===== src/rtl/wb_spi_cmd_master.sv =====
// Wishbone classic single-cycle master that turns cmd/rsp handshakes into SPI core register accesses.
// Define WB_SPI_CMD_MASTER_TIMEOUT_EN to build in the bus-phase timeout counter.
module wb_spi_cmd_master #(
  parameter int unsigned TIMEOUT_CYCLES = 16
) (
  input  logic        wb_clk_i,
  input  logic        wb_rst_i,
  input  logic        cmd_valid,
  output logic        cmd_ready,
  input  logic        cmd_we,
  input  logic [4:0]  cmd_adr,
  input  logic [31:0] cmd_wdata,
  input  logic [3:0]  cmd_sel,
  output logic        rsp_valid,
  input  logic        rsp_ready,
  output logic [31:0] rsp_rdata,
  output logic        rsp_err,
  output logic        rsp_timeout,
  output logic [4:0]  wb_adr_o,
  output logic [31:0] wb_dat_o,
  input  logic [31:0] wb_dat_i,
  output logic [3:0]  wb_sel_o,
  output logic        wb_we_o,
  output logic        wb_stb_o,
  output logic        wb_cyc_o,
  input  logic        wb_ack_i,
  input  logic        wb_err_i,
  input  logic        wb_int_i,
  output logic        irq_o
);

  localparam logic [1:0] IDLE = 2'd0;
  localparam logic [1:0] BUS  = 2'd1;
  localparam logic [1:0] RESP = 2'd2;

  logic [1:0]  state_q, state_d;
  logic        cmdReady_q, cmdReady_d;
  logic        cyc_q, cyc_d;
  logic        we_q, we_d;
  logic [4:0]  adr_q, adr_d;
  logic [31:0] dat_q, dat_d;
  logic [3:0]  sel_q, sel_d;
  logic        rspValid_q, rspValid_d;
  logic [31:0] rspRdata_q, rspRdata_d;
  logic        rspErr_q, rspErr_d;
  logic        irq_q;
  logic        busDone;

`ifdef WB_SPI_CMD_MASTER_TIMEOUT_EN
  localparam logic [7:0] TimeoutLast = 8'(TIMEOUT_CYCLES - 1);
  logic [7:0] tmoCnt_q, tmoCnt_d;
  logic       rspTimeout_q, rspTimeout_d;
`else
  // Without the counter the parameter only documents its legal range.
  if (TIMEOUT_CYCLES < 2 || TIMEOUT_CYCLES > 255) begin : g_timeout_range_unused
  end
`endif

  always_comb begin
    state_d    = state_q;
    cmdReady_d = cmdReady_q;
    cyc_d      = cyc_q;
    we_d       = we_q;
    adr_d      = adr_q;
    dat_d      = dat_q;
    sel_d      = sel_q;
    rspValid_d = rspValid_q;
    rspRdata_d = rspRdata_q;
    rspErr_d   = rspErr_q;
    busDone    = 1'b0;
`ifdef WB_SPI_CMD_MASTER_TIMEOUT_EN
    tmoCnt_d     = tmoCnt_q;
    rspTimeout_d = rspTimeout_q;
`endif
    case (state_q)
      IDLE: begin
        cmdReady_d = 1'b1;
        if (cmd_valid && cmdReady_q) begin
          cmdReady_d = 1'b0;
          cyc_d      = 1'b1;
          we_d       = cmd_we;
          adr_d      = cmd_adr;
          dat_d      = cmd_wdata;
          sel_d      = cmd_sel;
          state_d    = BUS;
`ifdef WB_SPI_CMD_MASTER_TIMEOUT_EN
          tmoCnt_d   = 8'd0;
`endif
        end
      end
      BUS: begin
        if (wb_err_i) begin
          busDone    = 1'b1;
          rspErr_d   = 1'b1;
          rspRdata_d = 32'd0;
        end else if (wb_ack_i) begin
          busDone    = 1'b1;
          rspErr_d   = 1'b0;
          rspRdata_d = we_q ? 32'd0 : wb_dat_i;
        end
`ifdef WB_SPI_CMD_MASTER_TIMEOUT_EN
        else if (tmoCnt_q == TimeoutLast) begin
          busDone      = 1'b1;
          rspErr_d     = 1'b1;
          rspTimeout_d = 1'b1;
          rspRdata_d   = 32'd0;
        end else begin
          tmoCnt_d = tmoCnt_q + 8'd1;
        end
`endif
      end
      RESP: begin
        if (rsp_ready) begin
          rspValid_d = 1'b0;
          rspRdata_d = 32'd0;
          rspErr_d   = 1'b0;
          cmdReady_d = 1'b1;
          state_d    = IDLE;
`ifdef WB_SPI_CMD_MASTER_TIMEOUT_EN
          rspTimeout_d = 1'b0;
`endif
        end
      end
      default: begin
        state_d = IDLE;
      end
    endcase

    // Any bus termination parks the Wishbone outputs at zero and presents the response.
    if (busDone) begin
      cyc_d      = 1'b0;
      we_d       = 1'b0;
      adr_d      = 5'd0;
      dat_d      = 32'd0;
      sel_d      = 4'd0;
      rspValid_d = 1'b1;
      state_d    = RESP;
    end
  end

  always_ff @(posedge wb_clk_i or posedge wb_rst_i) begin
    if (wb_rst_i) begin
      state_q    <= IDLE;
      cmdReady_q <= 1'b0;
      cyc_q      <= 1'b0;
      we_q       <= 1'b0;
      adr_q      <= 5'd0;
      dat_q      <= 32'd0;
      sel_q      <= 4'd0;
      rspValid_q <= 1'b0;
      rspRdata_q <= 32'd0;
      rspErr_q   <= 1'b0;
      irq_q      <= 1'b0;
    end else begin
      state_q    <= state_d;
      cmdReady_q <= cmdReady_d;
      cyc_q      <= cyc_d;
      we_q       <= we_d;
      adr_q      <= adr_d;
      dat_q      <= dat_d;
      sel_q      <= sel_d;
      rspValid_q <= rspValid_d;
      rspRdata_q <= rspRdata_d;
      rspErr_q   <= rspErr_d;
      irq_q      <= wb_int_i;
    end
  end

`ifdef WB_SPI_CMD_MASTER_TIMEOUT_EN
  always_ff @(posedge wb_clk_i or posedge wb_rst_i) begin
    if (wb_rst_i) begin
      tmoCnt_q     <= 8'd0;
      rspTimeout_q <= 1'b0;
    end else begin
      tmoCnt_q     <= tmoCnt_d;
      rspTimeout_q <= rspTimeout_d;
    end
  end

  assign rsp_timeout = rspTimeout_q;
`else
  assign rsp_timeout = 1'b0;
`endif

  assign cmd_ready = cmdReady_q;
  assign rsp_valid = rspValid_q;
  assign rsp_rdata = rspRdata_q;
  assign rsp_err   = rspErr_q;
  assign wb_adr_o  = adr_q;
  assign wb_dat_o  = dat_q;
  assign wb_sel_o  = sel_q;
  assign wb_we_o   = we_q;
  assign wb_stb_o  = cyc_q;
  assign wb_cyc_o  = cyc_q;
  assign irq_o     = irq_q;

endmodule


===== config.mk =====
export PLATFORM = sky130hd
export DESIGN_NAME = wb_spi_cmd_master
export DESIGN_NICKNAME = d
export VERILOG_FILES = /design/src/rtl/wb_spi_cmd_master.sv
export SDC_FILE = /design/constraint.sdc
export NUM_CORES = 1
export LEC_CHECK = 0
export CORE_UTILIZATION = 40
export DETAILED_ROUTE_END_ITERATION = 16
export PLACE_DENSITY = 0.8
export REMOVE_ABC_BUFFERS = 1
export SLEW_MARGIN = 5
export SYNTH_ARGS = -nofsm -noshare
export SYNTH_HDL_FRONTEND = slang
export SYNTH_SLANG_ARGS = --single-unit

===== constraint.sdc =====
create_clock -name wb_clk_i -period 5.9 [get_ports wb_clk_i]
set_clock_uncertainty 0.1 [all_clocks]
set_input_delay 0.885 -clock wb_clk_i [delete_from_list [all_inputs] [get_ports wb_clk_i]]
set_output_delay 0.885 -clock wb_clk_i [all_outputs]
set_load 0.01 [all_outputs]

## Word-level counts from Yosys, hierarchy flattened

Cells that the tools add are included.

| storage, ports and cells | value |
|---|---|
| register bits after elaboration | 81 |
| latch bits | 0 |
| bits in writable memories | 0 |
| memory bits (read-only) | 0 |
| output and inout port bits | 81 |
| logic and storage cells | 67 |
| memories kept | 0 |

| operators by class | value |
|---|---|
| $add $sub $neg | 0 |
| multipliers | 0 |
| divide/modulo/power cells | 0 |
| $lt $le $gt $ge | 0 |
| equal/unequal tests | 7 |
| shift operators | 0 |
| mux-type cells | 36 |
| bitwise operators | 0 |
| reduce and logical (&&, ||, !) cells | 13 |

Operator list:

| cell | count |
|---|---|
| 32-bit two-way mux | 7 |
| 32-bit case mux with 2 select lines | 1 |
| 1-bit two-way mux | 16 |
| 5-bit two-way mux | 3 |
| 4-bit two-way mux | 3 |
| 2-bit nonzero test | 6 |
| 3-bit != test (second input constant) | 3 |
| 2-bit two-way mux | 3 |
| 2-bit case mux with 3 select lines | 1 |
| 2-bit AND reduction | 3 |
| 3-bit AND reduction | 2 |
| 2-bit != test (second input constant) | 2 |
| 1-bit case mux with 2 select lines | 2 |
| 2-bit by 1-bit == test with 1-bit output (second input constant) | 1 |
| 2-bit == test (second input constant) | 1 |
| 2-bit logical NOT | 1 |
| 1-bit logical AND | 1 |

## Depth between registers and ports, before layout

Gate-level depths: netlist of the first run.

| depth | value |
|---|---|
| depth in word-level cells | 5 |
| mapped depth | 5 |
| depth with buffers taken out | 3 |

## Least setup slack after synthesis of the first run

OpenSTA, ideal clock, no wires.

| timing | value |
|---|---|
| path kind | input-to-reg |
| start point | in wb_err_i |
| end point | reg rspRdata_q[10], in the netlist rsp_rdata[10] |
| arrival | 1.842 ns |
| data required time | 5.675 ns |
| path slack | 3.833 ns |
| stages | 4 |
| path through | or2_2 o2bb2ai_4 buf_6 mux2_4 |

| between the ends | value |
|---|---|
| cells in the longest elaborated chain, start to end | 2 |
| elaborated cells between the ends (all ways) | 4 |
| classes of those cells | eq/ne (1); mux (2); reduce/logical (1) |

RTL lines:

| element | RTL line | RTL |
|---|---|---|
| from (decl) | 27 | `input logic wb_err_i,` |
| 3-bit != test (no line) or 32-bit two-way mux (tied branches) | -- |  |
| 3-bit AND reduction (no line) or 32-bit case mux with 2 select lines (tied branches) | -- |  |
| to (signal assigned) | 163 | `rspRdata_q <= rspRdata_d;` |
| to (decl) | 44 | `logic [31:0] rspRdata_q, rspRdata_d;` |

Several ways; a longest one is shown, not always the timed one.
A chain may end at the register's enable or synchronous reset.

## Worst setup path after layout of the first run

| timing | value |
|---|---|
| start point | in cmd_valid |
| end point | reg dat_q[13], in the netlist wb_dat_o[13] |

| between the ends | value |
|---|---|
| cells in the longest elaborated chain, start to end | 3 |

RTL lines:

| element | RTL line | RTL |
|---|---|---|
| from (decl) | 8 | `input logic cmd_valid,` |
| 1-bit logical AND | 78 | `if (cmd_valid && cmdReady_q) begin` |
| 2-bit nonzero test (no line) | -- |  |
| 2-bit AND reduction (no line) | -- |  |
| to (signal assigned) | 160 | `dat_q <= dat_d;` |
| to (decl) | 41 | `logic [31:0] dat_q, dat_d;` |

Every way passes these cells.

==> flow_metrics.env, run 1 <==
export IMPL_run_status="finished clean"
export IMPL_finalSetupTns_ns=0
export IMPL_start_util=0.420
export IMPL_cts_resized_gates=0
export IMPL_final_core_util=0.652
export IMPL_critical_path_required_ns=6.07
export IMPL_cts_root_buf="clkbuf_8"
export IMPL_synth_area_leader_cell="dfrtp_1"
export IMPL_floorplan_die_area_sq_um=8610
export IMPL_seq_area_frac_synth=0.615
export IMPL_timing_critical_path_arrival_ns=2.86
export IMPL_globalRoute_totalOverflow=0
export IMPL_final_max_slew_violation_count=0
export IMPL_timing_setup_critical_path_class="input pin to register"
export IMPL_route_met2_wl_um=3430
export IMPL_placed_cell_area_sq_um=4920
export IMPL_cts_htree_levels=3
export IMPL_tritoncts_num_buffers=9
export IMPL_slew_limit_headroom=0.300
export IMPL_residual_drc_count=0
export IMPL_setup_worst_path_start_class="input pin"
export IMPL_period_needed_ns=2.69
export IMPL_pre_cts_slack_ns=2.84
export IMPL_async_flop_share=1.00
export IMPL_hpwl_um=5440
export IMPL_setup_repair_after_global_routing_missed_its_margin="no"
export IMPL_hold_path_class="register to register"
export IMPL_total_power_density_per_cell_area_nw_per_um2=492
export IMPL_cts_repair_timing_setup_buffer_count=0
export IMPL_tightestPinTransition_ns=1.05
export IMPL_grt_antenna_before_repair=0
export IMPL_power_share_clock=0.158
export IMPL_crit_fanout=44
export IMPL_drv_max_cap_violation_count=0
export IMPL_fillCellCount=607
export IMPL_worst_r2r_setup_slack_ns=3.50
export IMPL_synthesis_area_per_instance_sq_um=14.3
export IMPL_postLayoutSetupSlackWorst_ns=3.21
export IMPL_routed_wirelength_um=7970
export IMPL_fin_nets=466
export IMPL_synth_edff_count=0
export IMPL_grt_first_pass_wirelength_um=12500
export IMPL_power_internal_mw=1.70
export IMPL_synth_area_leaders="dfrtp_1, a22o_1, mux2_2"
export IMPL_drtPass1Iterations=4
export IMPL_netlist_top_cells_count="dfrtp_1, a22o_1, and3_1, mux2_2, buf_6"
export IMPL_ioPinCount=162
export IMPL_clock_latency_ns=0.34
export IMPL_worst_setup_hold_path_clk_slew_ns=0.08
export IMPL_wl_met3_um=766
export IMPL_num_antenna_cells=0
export IMPL_end_kind="register"
export IMPL_timing_final_hold_violations=0
export IMPL_pwr_share_seq=0.368
export IMPL_setup_viol=0
export IMPL_synth_most_common_cell="dfrtp_1"
export IMPL_placeableCoreArea_sq_um=7850
export IMPL_wl_per_cell_um=16.2
export IMPL_pwr_share_comb=0.474
export IMPL_drt_iter0_drc=69
export IMPL_fmax_ghz=0.372
export IMPL_power_leakage_nw=2.35
export IMPL_synth_lib_cells_used_distinct=26
export IMPL_via_count=2499
export IMPL_maxUsedRoutingLayer="met4"
export IMPL_drive_gt1_frac=0.146
export IMPL_switching_share=0.326
export IMPL_syn_to_final_growth_pct=55.3
export IMPL_number_of_global_route_vias_before_repair=2587
export IMPL_cts_sinks=81
export IMPL_ys_warnings_count=0
export IMPL_cts_hold_repair_buffers=0
export IMPL_cts_buffer_depth=2
export IMPL_syn_area_sq_um=3300
export IMPL_met1Wirelength_um=3690
export IMPL_stdcell_area_sq_um=5120
export IMPL_tritoncts_clock_tree="done"
export IMPL_die_x_um=92.8
export IMPL_placement_io_buffers=160
export IMPL_core_rowCount=32
export IMPL_syn_instance_count=231
export IMPL_synth_seq_cells=81
export IMPL_p_sw_mw=0.822
export IMPL_via_per_inst=5.08
export IMPL_gp_routability_congestion=0.726
export IMPL_timing_final_crit_share=0.456
export IMPL_synth_main_ff_cell="dfrtp_1"
export IMPL_postRouteAntennaNets=0
export IMPL_global_route_usage_total=0.188
export IMPL_synth_top_cell_area_share=0.615
export IMPL_pin_count_of_the_biggest_net_entering_global_routing=45
export IMPL_chip_height_um=92.8
export IMPL_vdd_ir_drop_worst_mv=0.225
==> cell type report <==
cell class | count | area, sq um | share of cell area
sequential | 81 | 2030 | 0.396
multi-input combinational | 127 | 1130 | 0.221
clock inverter | 5 | 55.1 | 0.0108
inverter | 3 | 12.5 | 0.00244
tap | 102 | 128 | 0.0249
clock buffer | 11 | 141 | 0.0276
timing repair buffer | 163 | 1620 | 0.317
==> cell families (layout without fill, tap and decap cells) <==
family,after synthesis,count (layout),share of synthesized area
multiplexers,32,32,0.114
buffers and inverters,23,182,0.0463
flip-flops,81,81,0.615
AND/OR/NAND/NOR,42,42,0.0820
AO/OA/AOI/OAI,52,52,0.142
other,1,1,0.00114
==> through the flow <==
step | cells | hold slack [ns] | power (mW)
detailed placement | 476 | 0.385 | 2.14
floorplan | 211 | 0.433 | 1.51
global route | 492 | 0.425 | 2.67
finish | 492 | 0.405 | 2.52
global placement | 476 | 0.383 | 2.11
CTS | 492 | 0.410 | 2.55
==> critical path, stage by stage <==
cell             delay [ns]
clkdlybuf4s50_1        0.42
nor4bb_4               0.16
buf_4                  0.28
a21oi_4                0.84
a22o_1                 0.24
==> flip-flops by register name, summed over array words and instances (netlist names) <==
signal / count
rsp_rdata: 32
cmd_ready: 1
rsp_valid: 1
wb_adr_o: 5
rsp_err: 1
wb_cyc_o: 1
irq_o: 1
wb_sel_o: 4
wb_we_o: 1
wb_dat_o: 32
state_q: 2
==> per-layer routing <==
layer / track usage / up-vias
met5: 0 / -
met4: 0.0731 / 0
met3: 0.0550 / 8
met2: 0.294 / 133
met1: 0.245 / 1205
li1: - / 1153
==> final timing paths <==
path,to,from,cells after the start
worst min register to register,rsp_rdata[2],rsp_rdata[2],1
worst max-delay path,wb_dat_o[13],cmd_valid,5
worst max register to register,rsp_rdata[8],state_q[1],3
worst min-delay path,rsp_rdata[2],rsp_rdata[2],1
min in group asynchronous,wb_adr_o[1],wb_rst_i,2
max in group asynchronous,rsp_rdata[13],wb_rst_i,3
==> power groups by stage <==
stage / registers, mW / clock network, mW / logic [mW]
finish: 0.928 / 0.397 / 1.19
CTS: 0.929 / 0.409 / 1.21
detailed placement: 0.928 / 0 / 1.21
global route: 0.957 / 0.434 / 1.28
floorplan: 1.01 / 0 / 0.493
global placement: 0.932 / 0 / 1.18
==> placed cells by master (no fill, tap or decap) <==
master and instances:
a21oi_1 2, or2_2 1, bufinv_16 1, nand3b_1 1
mux2_4 4, nor2b_4 1, clkbuf_1 1, o2bb2ai_4 1
a21oi_4 1, inv_1 2, o22a_1 2, clkbuf_8 10
o21a_1 1, a21boi_0 1, nor2_1 3, mux2_2 28
o21ai_0 1, conb_1 1, clkdlybuf4s50_1 160, nand2b_4 1
clkinvlp_4 2, nor4bb_4 1, clkinv_2 3, and3_1 32
nand2_1 2, o2bb2ai_1 1, buf_4 3, dfrtp_1 81
a22o_1 42
No activity file was read; power rests on OpenSTA's default activity.
==> inputs of run 2 (changes only) <==
Clock period 5.9 ns to 2.55 ns, I/O delays scaled along.
==> run 2 against run 1 <==
  * Critical path depth down 2
  * First-iteration DRC count fell by 14%
  * Setup slack lost 2.8 ns
  * Sequential share of layout area is 0.43 points lower
  * Clock power is 140% higher
  * Routed wire length grew 3.5%
  * Combinational power grew 140%
  * Die area did not move
  * Highest routed layer unchanged
  * Via count rose by 3.1%
  * Clock-buffer cell count down 1
  * Total power is 140% higher
  * Core utilization up 0.72 points
==> flow_metrics.env, run 2 (synthesis gave the netlist of run 1 again) <==
export IMPL_run_status="finished clean"
export IMPL_num_antenna_cells=0
export IMPL_hold_path_class="input pin to asynchronous set/reset pin"
export IMPL_period_needed_ns=2.15
export IMPL_wl_per_cell_um=16.7
export IMPL_worst_setup_hold_path_clk_slew_ns=0.09
export IMPL_setup_worst_path_start_class="register"
export IMPL_floorplan_die_area_sq_um=8610
export IMPL_start_util=0.420
export IMPL_fin_hold_ws_ns=0.257
export IMPL_layout_cells_most_common_list="clkdlybuf4s50_1, dfrtp_1, a22o_1"
export IMPL_setup_repair_after_global_routing_missed_its_margin="no"
export IMPL_drtPass1Iterations=4
export IMPL_fin_nets=469
export IMPL_cts_buffer_depth=2
export IMPL_tritoncts_clock_tree="done"
export IMPL_setup_viol=0
export IMPL_fillCellCount=615
export IMPL_gp_routability_congestion=0.748
export IMPL_via_per_inst=5.20
export IMPL_total_power_density_per_cell_area_nw_per_um2=1140
export IMPL_global_route_usage_total=0.204
export IMPL_final_max_slew_violation_count=0
export IMPL_die_x_um=92.8
export IMPL_cts_hold_repair_buffers=0
export IMPL_slew_limit_headroom=0.337
export IMPL_stdcell_area_sq_um=5180
export IMPL_routed_wirelength_um=8250
export IMPL_residual_drc_count=0
export IMPL_vdd_ir_drop_worst_mv=0.582
export IMPL_grt_first_pass_wirelength_um=13400
export IMPL_postRouteAntennaNets=0
export IMPL_pre_cts_slack_ns=0.143
export IMPL_drt_iter0_drc=59
export IMPL_timing_final_hold_violations=0
export IMPL_drive_gt1_frac=0.155
export IMPL_drv_max_cap_violation_count=0
export IMPL_placement_io_buffers=160
export IMPL_ioPinCount=162
export IMPL_cts_htree_levels=3
export IMPL_finalSetupTns_ns=0
export IMPL_timing_critical_path_arrival_ns=2.27
export IMPL_clock_latency_ns=0.34
export IMPL_power_leakage_nw=2.38
export IMPL_pin_count_of_the_biggest_net_entering_global_routing=44
export IMPL_grt_antenna_before_repair=0
export IMPL_timing_final_crit_share=0.843
export IMPL_fmax_ghz=0.465
export IMPL_globalRoute_totalOverflow=0
export IMPL_placeableCoreArea_sq_um=7850
export IMPL_core_rowCount=32
export IMPL_end_kind="register"
export IMPL_cts_root_buf="clkbuf_8"
export IMPL_tightestPinTransition_ns=0.992
export IMPL_postLayoutSetupSlackWorst_ns=0.399
export IMPL_critical_path_required_ns=2.67
export IMPL_layout_cells_most_common="clkdlybuf4s50_1"
export IMPL_cts_repair_timing_setup_buffer_count=0
export IMPL_syn_to_final_growth_pct=57.0
export IMPL_crit_fanout=33
export IMPL_multi_input_logic_area_sq_um=1130
export IMPL_placed_cell_area_sq_um=4970
export IMPL_tritoncts_num_buffers=9
export IMPL_timing_setup_critical_path_class="register to register"
export IMPL_via_count=2576
export IMPL_hpwl_um=5730
export IMPL_number_of_global_route_vias_before_repair=2684
export IMPL_final_seq_area_sq_um=2030
export IMPL_chip_height_um=92.8
export IMPL_cts_resized_gates=0
export IMPL_cts_sinks=81
-- run 2: changes by cell type in the layout (fill, tap and decap cells not counted) --
| cell | delta |
|---|---|
| clkbuf_1 | -1 |
| clkinv_2 | -1 |
| clkinv_4 | +2 |
| buf_4 | +1 |
| buf_12 | +2 |
-- run 2: final cells by class --
cell class	instances	area share
multi-input cells	127	0.219
repair buffers	166	0.323
well taps	102	0.0247
flip-flops and latches	81	0.392
clock buffers	10	0.0266
clock inverters	6	0.0131
inverters	3	0.00242
-- run 2: per-stage QoR --
step / std cells / total power [mW] / util
after global placement: 479 / 4.95 / 0.633
after CTS: 495 / 5.98 / 0.660
final: 495 / 5.92 / 0.660
after floorplan: 211 / 3.49 / -
after detailed placement: 479 / 5.02 / 0.633
after global routing: 495 / 6.30 / 0.660
-- run 2: worst paths after layout --
kind	from	end	slack (ns)	cells after the start
worst max-delay path	state_q[1]	rsp_rdata[8]	0.40	3
worst min-delay path	wb_rst_i	rsp_rdata[15]	0.26	2
worst max register to register	state_q[1]	rsp_rdata[8]	0.40	3
worst min register to register	wb_dat_o[26]	wb_dat_o[26]	0.40	1
max in group asynchronous	wb_rst_i	state_q[0]	1.49	3
min in group wb_clk_i	wb_int_i	irq_o	0.39	1
-- run 2: worst max-delay path, cell delays in order, from the launching register on --
cell	delay [ns]
dfrtp_1	0.59
nand2b_4	0.10
o2bb2ai_4	0.80
mux2_2	0.42
-- run 2: power by group --
part	internal [mW]	switching, mW	total [mW]
sequential	1.80	0.333	2.14
clock	0.480	0.454	0.935
combinational	1.69	1.16	2.85
-- run 2: per-layer routing --
layer / track usage / wire length, um / up-vias
met5: 0 / 0 / -
met4: 0.0769 / 116 / 0
met3: 0.0772 / 899 / 9
met2: 0.317 / 3700 / 136
met1: 0.257 / 3540 / 1271
li1: - / - / 1160
